`src/rtl/cpu_types_pkg.sv`:
```
// Shared datapath types used across the CPU memory-side blocks.
package cpu_types_pkg;
  typedef logic [31:0] word_t;
endpackage

```
`src/rtl/mem_arbiter_pkg.sv`:
```
// Types and defaults for the instruction/data RAM arbiter.
package mem_arbiter_pkg;
  typedef enum logic [1:0] {IDLE, ACC, RESP} arb_state_t;
  typedef enum logic {GNT_I, GNT_D} arb_gnt_t;
  localparam int STARVE_MAX_DEFAULT = 8;
endpackage

```
`src/rtl/starve_counter.sv`:
```
// Saturating wait counter; sat flags that the waiting port has waited MAX cycles.
module starve_counter #(
  parameter int MAX = 8
) (
  input  logic CLK,
  input  logic RST,
  input  logic inc,
  input  logic clr,
  output logic sat
);
  localparam int W = $clog2(MAX + 1);

  logic [W-1:0] cnt;

  // Count waiting cycles, holding at MAX; a clear always beats an increment.
  always_ff @(posedge CLK) begin
    if (RST) begin
      cnt <= '0;
    end else if (clr) begin
      cnt <= '0;
    end else if (inc && (cnt < W'(MAX))) begin
      cnt <= cnt + W'(1);
    end
  end

  assign sat = (cnt >= W'(MAX));
endmodule

```
`src/rtl/mem_arbiter.sv`:
```
// Single-ported RAM arbiter between instruction fetch and data memory ports.
//
// state | meaning
// IDLE  | no access in flight; requests sampled and a grant is chosen
// ACC   | RAM strobes driven from latched request until ramrdy or abort
// RESP  | one-cycle hit pulse for the granted port; strobes low
module mem_arbiter
  import mem_arbiter_pkg::*;
  import cpu_types_pkg::*;
#(
  parameter int STARVE_MAX = STARVE_MAX_DEFAULT
) (
  input  logic        CLK,
  input  logic        RST,
  input  logic        iREN,
  input  logic [31:0] iaddr,
  output logic        ihit,
  output logic [31:0] iload,
  input  logic        dREN,
  input  logic        dWEN,
  input  logic [31:0] daddr,
  input  logic [31:0] dstore,
  output logic        dhit,
  output logic [31:0] dload,
  output logic        ramREN,
  output logic        ramWEN,
  output logic [31:0] ramaddr,
  output logic [31:0] ramstore,
  input  logic [31:0] ramload,
  input  logic        ramrdy
);
  arb_state_t state;
  arb_gnt_t   gnt;
  logic       wr_q;
  word_t      addr_q;
  word_t      store_q;

  logic d_req;
  logic gnt_req;
  logic take_d;
  logic grant_i;
  logic starve_inc;
  logic starve_clr;
  logic starve_sat;

  assign d_req   = dREN | dWEN;
  assign gnt_req = (gnt == GNT_D) ? d_req : iREN;
  // Data wins unless the fetch port has starved; with no fetch pending data always wins.
  assign take_d  = d_req && (!starve_sat || !iREN);
  assign grant_i = (state == IDLE) && iREN && !take_d;

  // Fetch is only "being served" while its own access is in ACC/RESP.
  assign starve_inc = iREN && ((gnt != GNT_I) || !((state == ACC) || (state == RESP)));
  assign starve_clr = !iREN || grant_i;

  starve_counter #(.MAX(STARVE_MAX)) u_starve (
    .CLK (CLK),
    .RST (RST),
    .inc (starve_inc),
    .clr (starve_clr),
    .sat (starve_sat)
  );

  assign ramaddr  = addr_q;
  assign ramstore = store_q;

  // Grant, access and response sequencing with registered strobes, hits and load data.
  always_ff @(posedge CLK) begin
    if (RST) begin
      state   <= IDLE;
      gnt     <= GNT_I;
      wr_q    <= 1'b0;
      addr_q  <= '0;
      store_q <= '0;
      iload   <= '0;
      dload   <= '0;
      ihit    <= 1'b0;
      dhit    <= 1'b0;
      ramREN  <= 1'b0;
      ramWEN  <= 1'b0;
    end else begin
      ihit <= 1'b0;
      dhit <= 1'b0;
      case (state)
        IDLE: begin
          if (take_d) begin
            gnt     <= GNT_D;
            addr_q  <= daddr;
            store_q <= dstore;
            wr_q    <= dWEN;
            ramREN  <= !dWEN;
            ramWEN  <= dWEN;
            state   <= ACC;
          end else if (iREN) begin
            gnt     <= GNT_I;
            addr_q  <= iaddr;
            wr_q    <= 1'b0;
            ramREN  <= 1'b1;
            ramWEN  <= 1'b0;
            state   <= ACC;
          end
        end
        ACC: begin
          // A dropped request abandons the access even if the RAM answers in the same cycle.
          if (!gnt_req) begin
            ramREN <= 1'b0;
            ramWEN <= 1'b0;
            state  <= IDLE;
          end else if (ramrdy) begin
            ramREN <= 1'b0;
            ramWEN <= 1'b0;
            state  <= RESP;
            if (gnt == GNT_I) begin
              iload <= ramload;
              ihit  <= 1'b1;
            end else begin
              dhit <= 1'b1;
              if (!wr_q) begin
                dload <= ramload;
              end
            end
          end
        end
        RESP: begin
          state <= IDLE;
        end
        default: begin
          ramREN <= 1'b0;
          ramWEN <= 1'b0;
          state  <= IDLE;
        end
      endcase
    end
  end
endmodule

```
`config.mk`:
```
export PLATFORM = sky130hd
export DESIGN_NAME = mem_arbiter
export DESIGN_NICKNAME = d
export VERILOG_FILES = /design/src/rtl/cpu_types_pkg.sv /design/src/rtl/mem_arbiter_pkg.sv /design/src/rtl/starve_counter.sv /design/src/rtl/mem_arbiter.sv
export SDC_FILE = /design/constraint.sdc
export NUM_CORES = 1
export LEC_CHECK = 0
export CAP_MARGIN = 40
export CORE_ASPECT_RATIO = 1.2
export CORE_MARGIN = 1.5
export CORE_UTILIZATION = 42
export DETAILED_ROUTE_END_ITERATION = 8
export PLACE_DENSITY = 0.77
export SLEW_MARGIN = 20
export SYNTH_ARGS = -nofsm -noshare
export SYNTH_HDL_FRONTEND = slang
export SYNTH_SLANG_ARGS = --single-unit
```
`constraint.sdc`:
```
create_clock -name CLK -period 1.6 [get_ports CLK]
set_input_delay 0.32 -clock CLK [delete_from_list [all_inputs] [get_ports CLK]]
set_output_delay 0.32 -clock CLK [all_outputs]
set_load 0.01 [all_outputs]
```
Word-level counts from Yosys, hierarchy flattened
Index checks and enable logic that the tools add are counted.
Widths: inputs -> output; s select.
Word-level totals
  output and inout bits: 132
  bits of input ports: 134
  register bits after elaboration: 140
  word-level logic and storage cells: 69
Operators by class
  reductions and logical operators: 24
  muxes and demuxes: 19
  equal/unequal tests: 4
  $add $sub $neg: 1
  bitwise gates (word level): 7
  $lt $le $gt $ge: 2
Operators by type and width (number)
  $mux 32: 2
  $mux 1: 10
  $mux 2: 4
  $ne 3x3->1 const B: 2
  $not 1->1: 6
  $pmux 1 s3: 2
  $reduce_and 2->1: 3
  $logic_and 1x1->1: 5
  $logic_not 1->1: 5
  $reduce_and 5->1: 1
  $add 4x1->4 const B: 1
  $ge 4x4->1 const B: 1
  $logic_or 1x1->1: 4
  $lt 4x4->1 const B: 1
  $pmux 2 s2: 1
  $reduce_and 4->1: 1
  $reduce_or 4->1: 1
  $reduce_and 3->1: 1
  $eq 2x1->1 const B: 1
  $eq 2x2->1 const B: 1
  $logic_not 2->1: 1
  $reduce_bool 2->1: 1
  $reduce_or 2->1: 1
  $or 1x1->1: 1

Logic depth before layout (Yosys ltp)
  depth after elaboration: 8
  mapped depth: 8
  gate-level depth less buffers: 5

Hierarchy
Synthesis repeated with hierarchy kept, for this count alone.
Unflattened totals
  cell total of the unflattened synthesis: 669
  area, all modules: 5470.2 sq um
Modules (own cells, without submodules)
  mem_arbiter: cells each 650, sequential area each 2722.6 sq um, area each 5271.3 sq um, times used 1
  starve_counter: cells each 19, sequential area each 80.1 sq um, area each 198.9 sq um, times used 1

Worst setup path before layout
No wires, ideal clock.
  path type: reg-to-reg
  start: register state[0]
  end: register addr_q[19], in the netlist ramaddr[19]
  buffers on the path: 3
  arrival: 1.394 ns
  library setup time: 0.081 ns
  clock period less this slack: 1.475 ns
  stages on the path, launching flop included: 9
  required time: 1.519 ns
  path slack: 0.125 ns
  cell sequence: dfxtp_1 inv_1 ha_1 buf_4 o31a_1 buf_2 buf_2 nor2_1 a211oi_2
On the way
  cells in the longest elaborated chain, start to end: 2
RTL lines
  from (decl): RTL line mem_arbiter.sv:32  | arb_state_t state;
  from (signal assigned): RTL line mem_arbiter.sv:70  | state <= IDLE;
  from (signal assigned): RTL line mem_arbiter.sv:93  | state <= ACC;
  from (signal assigned): RTL line mem_arbiter.sv:100  | state <= ACC;
  $logic_not 2->1: RTL line mem_arbiter.sv:84  | case (state)
  $reduce_and 2->1 (no source line)
  to (signal assigned): RTL line mem_arbiter.sv:88  | addr_q <= daddr;
  to (signal assigned): RTL line mem_arbiter.sv:96  | addr_q <= iaddr;
  to (decl): RTL line mem_arbiter.sv:35  | word_t addr_q;
No other way between the ends.
A chain may end at the register's enable or synchronous reset.

Final worst setup path
  start: input port dWEN
  end: register ramWEN
On the way
  cells in the longest elaborated chain, start to end: 4
  elaborated cells between the ends (all ways): 9
  classes of those cells: eq/ne (2); mux (4); bitwise (1); reduce/logical (2)
RTL lines
  from (decl): RTL line mem_arbiter.sv:20  | input logic dWEN,
  $or 1x1->1: RTL line mem_arbiter.sv:46  | assign d_req = dREN | dWEN;
  $mux 1 or $logic_and 1x1->1 (tied branches): RTL line mem_arbiter.sv:47, mem_arbiter.sv:49
  $ne 3x3->1 (no source line) (tied with other cells)
  $reduce_and 3->1 (no source line) or $pmux 1 s3 (tied branches)
  to (signal assigned): RTL line mem_arbiter.sv:92  | ramWEN <= dWEN;
  to (decl): RTL line mem_arbiter.sv:26  | output logic ramWEN,
Parallel ways exist; a longest one is shown, timed or not.

==> impl_summary.log <==
[metrics] result of the run: complete, no violations
[metrics] final hold slack: 0.220 ns
[metrics] Filler Cell Count: 1139
[metrics] Power, Total: 9.76 mW
[metrics] R2R cell count: 6
[metrics] delay of the slowest critical-path stage: 0.44 ns
[metrics] worst setup path startpoint: dWEN
[metrics] CP Data Required Time: 1.94 ns
[metrics] count of final hold-check violations: 0
[metrics] hold-fix buffer count after cts: 0
[metrics] share of the cycle needed by the critical path after routing: 94.0%
[metrics] IO Pins: 266
[metrics] crit-path max FO: 10
[metrics] initial antenna violation count: 0
[metrics] number of enable-type register cells in the synthesized netlist: 0
[metrics] remaining routing DRC violations: 0
[metrics] post-synthesis instance area: 0.00580 mm2
[metrics] most used standard cell by instance count after synthesis: sky130_fd_sc_hd__dfxtp_1
[metrics] shortest clock period the worst path allows after layout: 1.50 ns
[metrics] final setup violating endpoints: 0
[metrics] detailed-route wire length: 18500 um
[metrics] floorplan die width: 110 um
[metrics] Die H: 132 um
[metrics] Die Area: 0.0145 mm2
[metrics] achievable frequency: 665 MHz
[metrics] worst flop-to-flop path endpoint: ramWEN
[metrics] overall routing resource usage: 25.3%
[metrics] minimum setup slack after placement: -0.316 ns
[metrics] clock tree root driver cell: sky130_fd_sc_hd__clkbuf_16
[metrics] insertion delay of the later-clocked pin in the worst-skew pair: 0.42 ns
[metrics] clock slew at reported path FFs: 0.06 ns
[metrics] number of vias per cell: 5.31
[metrics] Yosys reg bits: 140
[metrics] normalized max-slew margin: 76.3%
[metrics] pin count of the biggest net entering global routing: 56
[metrics] instance area after placement: 0.00889 mm2
[metrics] setup slack of the worst register-to-register path: 0.1 ns
[metrics] kind of end point of the critical path: register
[metrics] routed length per instance: 16.4 um
[metrics] CTS Buffer Depth: 2
[metrics] number of nets in the finished design: 1090
[metrics] Leakage: 3.93 nW
[metrics] Post-Layout Cell Count: 1131
[metrics] worst-margin pin slew: 0.355 ns
[metrics] CORE AREA: 0.0134 mm2
[metrics] number of instances in the synthesized netlist: 690
[metrics] combinational family with the most area after synthesis: compound AO/OA/AOI/OAI gates
[metrics] CTS tree: built
[metrics] crit start category: primary input
[metrics] cell types with the largest area share after synthesis: sky130_fd_sc_hd__dfxtp_1 48%, sky130_fd_sc_hd__a21oi_1 11%, sky130_fd_sc_hd__nand2_1 6.5%
[metrics] Max rail drop VDD: 0.608 mV
[metrics] startpoint of the worst register-to-register path: state[1]
[metrics] wire length of the first global-routing pass: 29100 um
[metrics] total placed cells including tap cells: 1099
[metrics] last element of the critical path: ramWEN
[metrics] share of cell area taken by muxes after synthesis: 0.518%
[metrics] clock skew after layout: 0.0167 ns
[metrics] Post-synth top flop: sky130_fd_sc_hd__dfxtp_1
[metrics] share of the synthesized netlist area taken by xor and xnor gates: 0%
[metrics] Total Negative Setup Slacks: 0 ns
[metrics] remaining antenna violation count: 0
[metrics] via count: 6006
[metrics] unrepaired setup endpoints after global routing: no
[metrics] ordered cell list for the critical path: clkdlybuf4s50_1 -> buf_12 -> or3b_4 -> a311oi_4 -> mux2i_1
[metrics] multi-input gate area in the final layout: 0.00268 mm2
[metrics] post-route cell area: 0.00929 mm2
[metrics] total number of placement rows: 46
[metrics] post-synth top area cell: sky130_fd_sc_hd__dfxtp_1
[metrics] Synth Area in Simple Gates: 17.2%
[metrics] crit path kind: in -> reg
[metrics] mean instance size in the synthesized netlist: 8.40 um2
[metrics] portion of synthesized cell area occupied by the leading cell type: 48.3%
[metrics] distinct cell type count of the synthesized netlist: 47
[metrics] Initial DRT Pass Iterations: 5
[metrics] number of port buffers: 265
[metrics] slowest cell on the critical path: sky130_fd_sc_hd__clkdlybuf4s50_1
[metrics] Syn Nets: 830
[metrics] fraction of synthesis flops using an asynchronous set or reset pin: 0%
[metrics] starting utilization of the core area: 43.4%
[metrics] number of sinks handled by clock tree synthesis: 140
[metrics] worst hold path stage count: 2
[metrics] final RePlAce weighted congestion: 0.812
[metrics] Core Util, Final: 69.5%
[metrics] Setup WS post-layout: 0.0964 ns
[metrics] Max-Cap Viols: 0
[metrics] area delta synth->final: 60.2%
[metrics] fraction of layout instances using a drive strength above 1: 12.3%
[metrics] sequential cell area fraction in the yosys report: 48.3%
[metrics] clock buffer count from CTS: 17
[metrics] share of the synthesized area in compound gates (AO/OA/AOI/OAI): 26.5%
[metrics] class of the most critical hold timing path: in -> reg
[metrics] Overflow after GRT: 0
[metrics] area of all sequential standard cells: 0.00281 mm2
[metrics] most frequent cells after synthesis: 140 x sky130_fd_sc_hd__dfxtp_1, 131 x sky130_fd_sc_hd__a21oi_1, 100 x sky130_fd_sc_hd__nand2_1
[metrics] htree depth: 4
[metrics] arrival time at the worst endpoint: 1.84 ns
[metrics] warning count from the yosys run: 0
[metrics] Synth Area in Adders: 1.30%
[metrics] power density over the cells: 1050 mW/mm2
[metrics] number of global-route vias before repair: 5834
[metrics] drt initial violations: 354
[metrics] Antenna Cells: 0
[metrics] half-perimeter wire length after detailed placement: 12800 um
[metrics] Slew Viols, Final: 0
[critical path, delay by kind of cell]
family	cells	cell delay, ns
mux	1	0.22
buf+inv	2	0.60
simple gates	1	0.43
compound gates	1	0.27
[layout by cell type, fill, tap and decap left out, types with 2 or more instances in the layout]
cell | Yosys | final
sky130_fd_sc_hd__dlymetal6s2s_1 | 0 | 2
sky130_fd_sc_hd__clkinv_4 | 0 | 3
sky130_fd_sc_hd__mux2i_1 | 3 | 3
sky130_fd_sc_hd__buf_4 | 3 | 26
sky130_fd_sc_hd__dlygate4sd2_1 | 0 | 130
sky130_fd_sc_hd__nand2_1 | 100 | 100
sky130_fd_sc_hd__nor2_1 | 34 | 34
sky130_fd_sc_hd__a31oi_1 | 2 | 2
sky130_fd_sc_hd__a211oi_1 | 4 | 4
sky130_fd_sc_hd__clkdlybuf4s50_1 | 0 | 132
sky130_fd_sc_hd__dfxtp_1 | 140 | 138
sky130_fd_sc_hd__a21oi_2 | 1 | 2
sky130_fd_sc_hd__nand3b_1 | 2 | 2
sky130_fd_sc_hd__clkinv_2 | 0 | 4
sky130_fd_sc_hd__a211oi_2 | 27 | 27
sky130_fd_sc_hd__ha_1 | 6 | 4
sky130_fd_sc_hd__o21ai_0 | 66 | 66
sky130_fd_sc_hd__a21oi_1 | 131 | 130
sky130_fd_sc_hd__ha_2 | 0 | 2
sky130_fd_sc_hd__dfxtp_2 | 0 | 2
sky130_fd_sc_hd__inv_6 | 0 | 2
sky130_fd_sc_hd__nand3_1 | 65 | 65
sky130_fd_sc_hd__clkbuf_16 | 0 | 17
sky130_fd_sc_hd__nand2b_1 | 6 | 6
sky130_fd_sc_hd__clkinvlp_4 | 0 | 4
sky130_fd_sc_hd__buf_12 | 0 | 17
sky130_fd_sc_hd__inv_1 | 8 | 7
sky130_fd_sc_hd__or3_1 | 3 | 3
[sequential cells by signal (all words and copies together) (netlist names)]
| register | count |
|---|---|
| state | 2 |
| ramWEN | 1 |
| ramaddr | 32 |
| ramstore | 32 |
| u_starve.cnt | 4 |
| ramREN | 1 |
| wr_q | 1 |
| dhit | 1 |
| iload | 32 |
| dload | 32 |
| ihit | 1 |
| gnt | 1 |
[worst min-delay path by stage]
stage	to	slack (ns)	start
2_1_floorplan	wr_q	0.44	wr_q
3_3_place_gp	iload[23]	0.44	iload[23]
3_5_place_dp	iload[13]	0.45	iload[13]
4_1_cts	wr_q	0.22	RST
5_1_grt	gnt	0.23	RST
6_report	gnt	0.22	RST
[repair_timing]
item	4_1_cts	5_1_grt
endpoints found under the setup margin	134	62
endpoints found under the hold margin	0	0
buffers inserted	0	0
resized for setup	131	9
[layout make-up]
type | instances | area share (%)
well taps | 168 | 2.26
clock buffers | 19 | 4.77
repair buffers | 307 | 32.5
multi-input cells | 476 | 28.9
flip-flops and latches | 140 | 30.2
inverters | 8 | 0.323
clock inverters | 13 | 1.01
[cell families after synthesis]
family                   Yosys count
flip-flops                       140
buffers and inverters             74
AND/OR/NAND/NOR                  222
multiplexers                       3
AO/OA/AOI/OAI                    245
adder cells (fa/ha/maj)            6
[report_power, final]
| part | switching (mW) | internal [mW] |
|---|---|---|
| registers | 0.133 | 3.77 |
| clock network | 1.54 | 2.02 |
| logic | 1.17 | 1.12 |
| total | 2.84 | 6.91 |
[per-layer routing]
metal / track usage [%] / vias to the layer above / part of all wire, %
met1: 28.9 / 2839 / 38
met5: 0 / - / 0
met2: 43.1 / 224 / 51
met3: 9.67 / 20 / 9.7
met4: 7.26 / 0 / 1.5
li1: - / 2923 / -
Power figures use the tool's default switching activity.
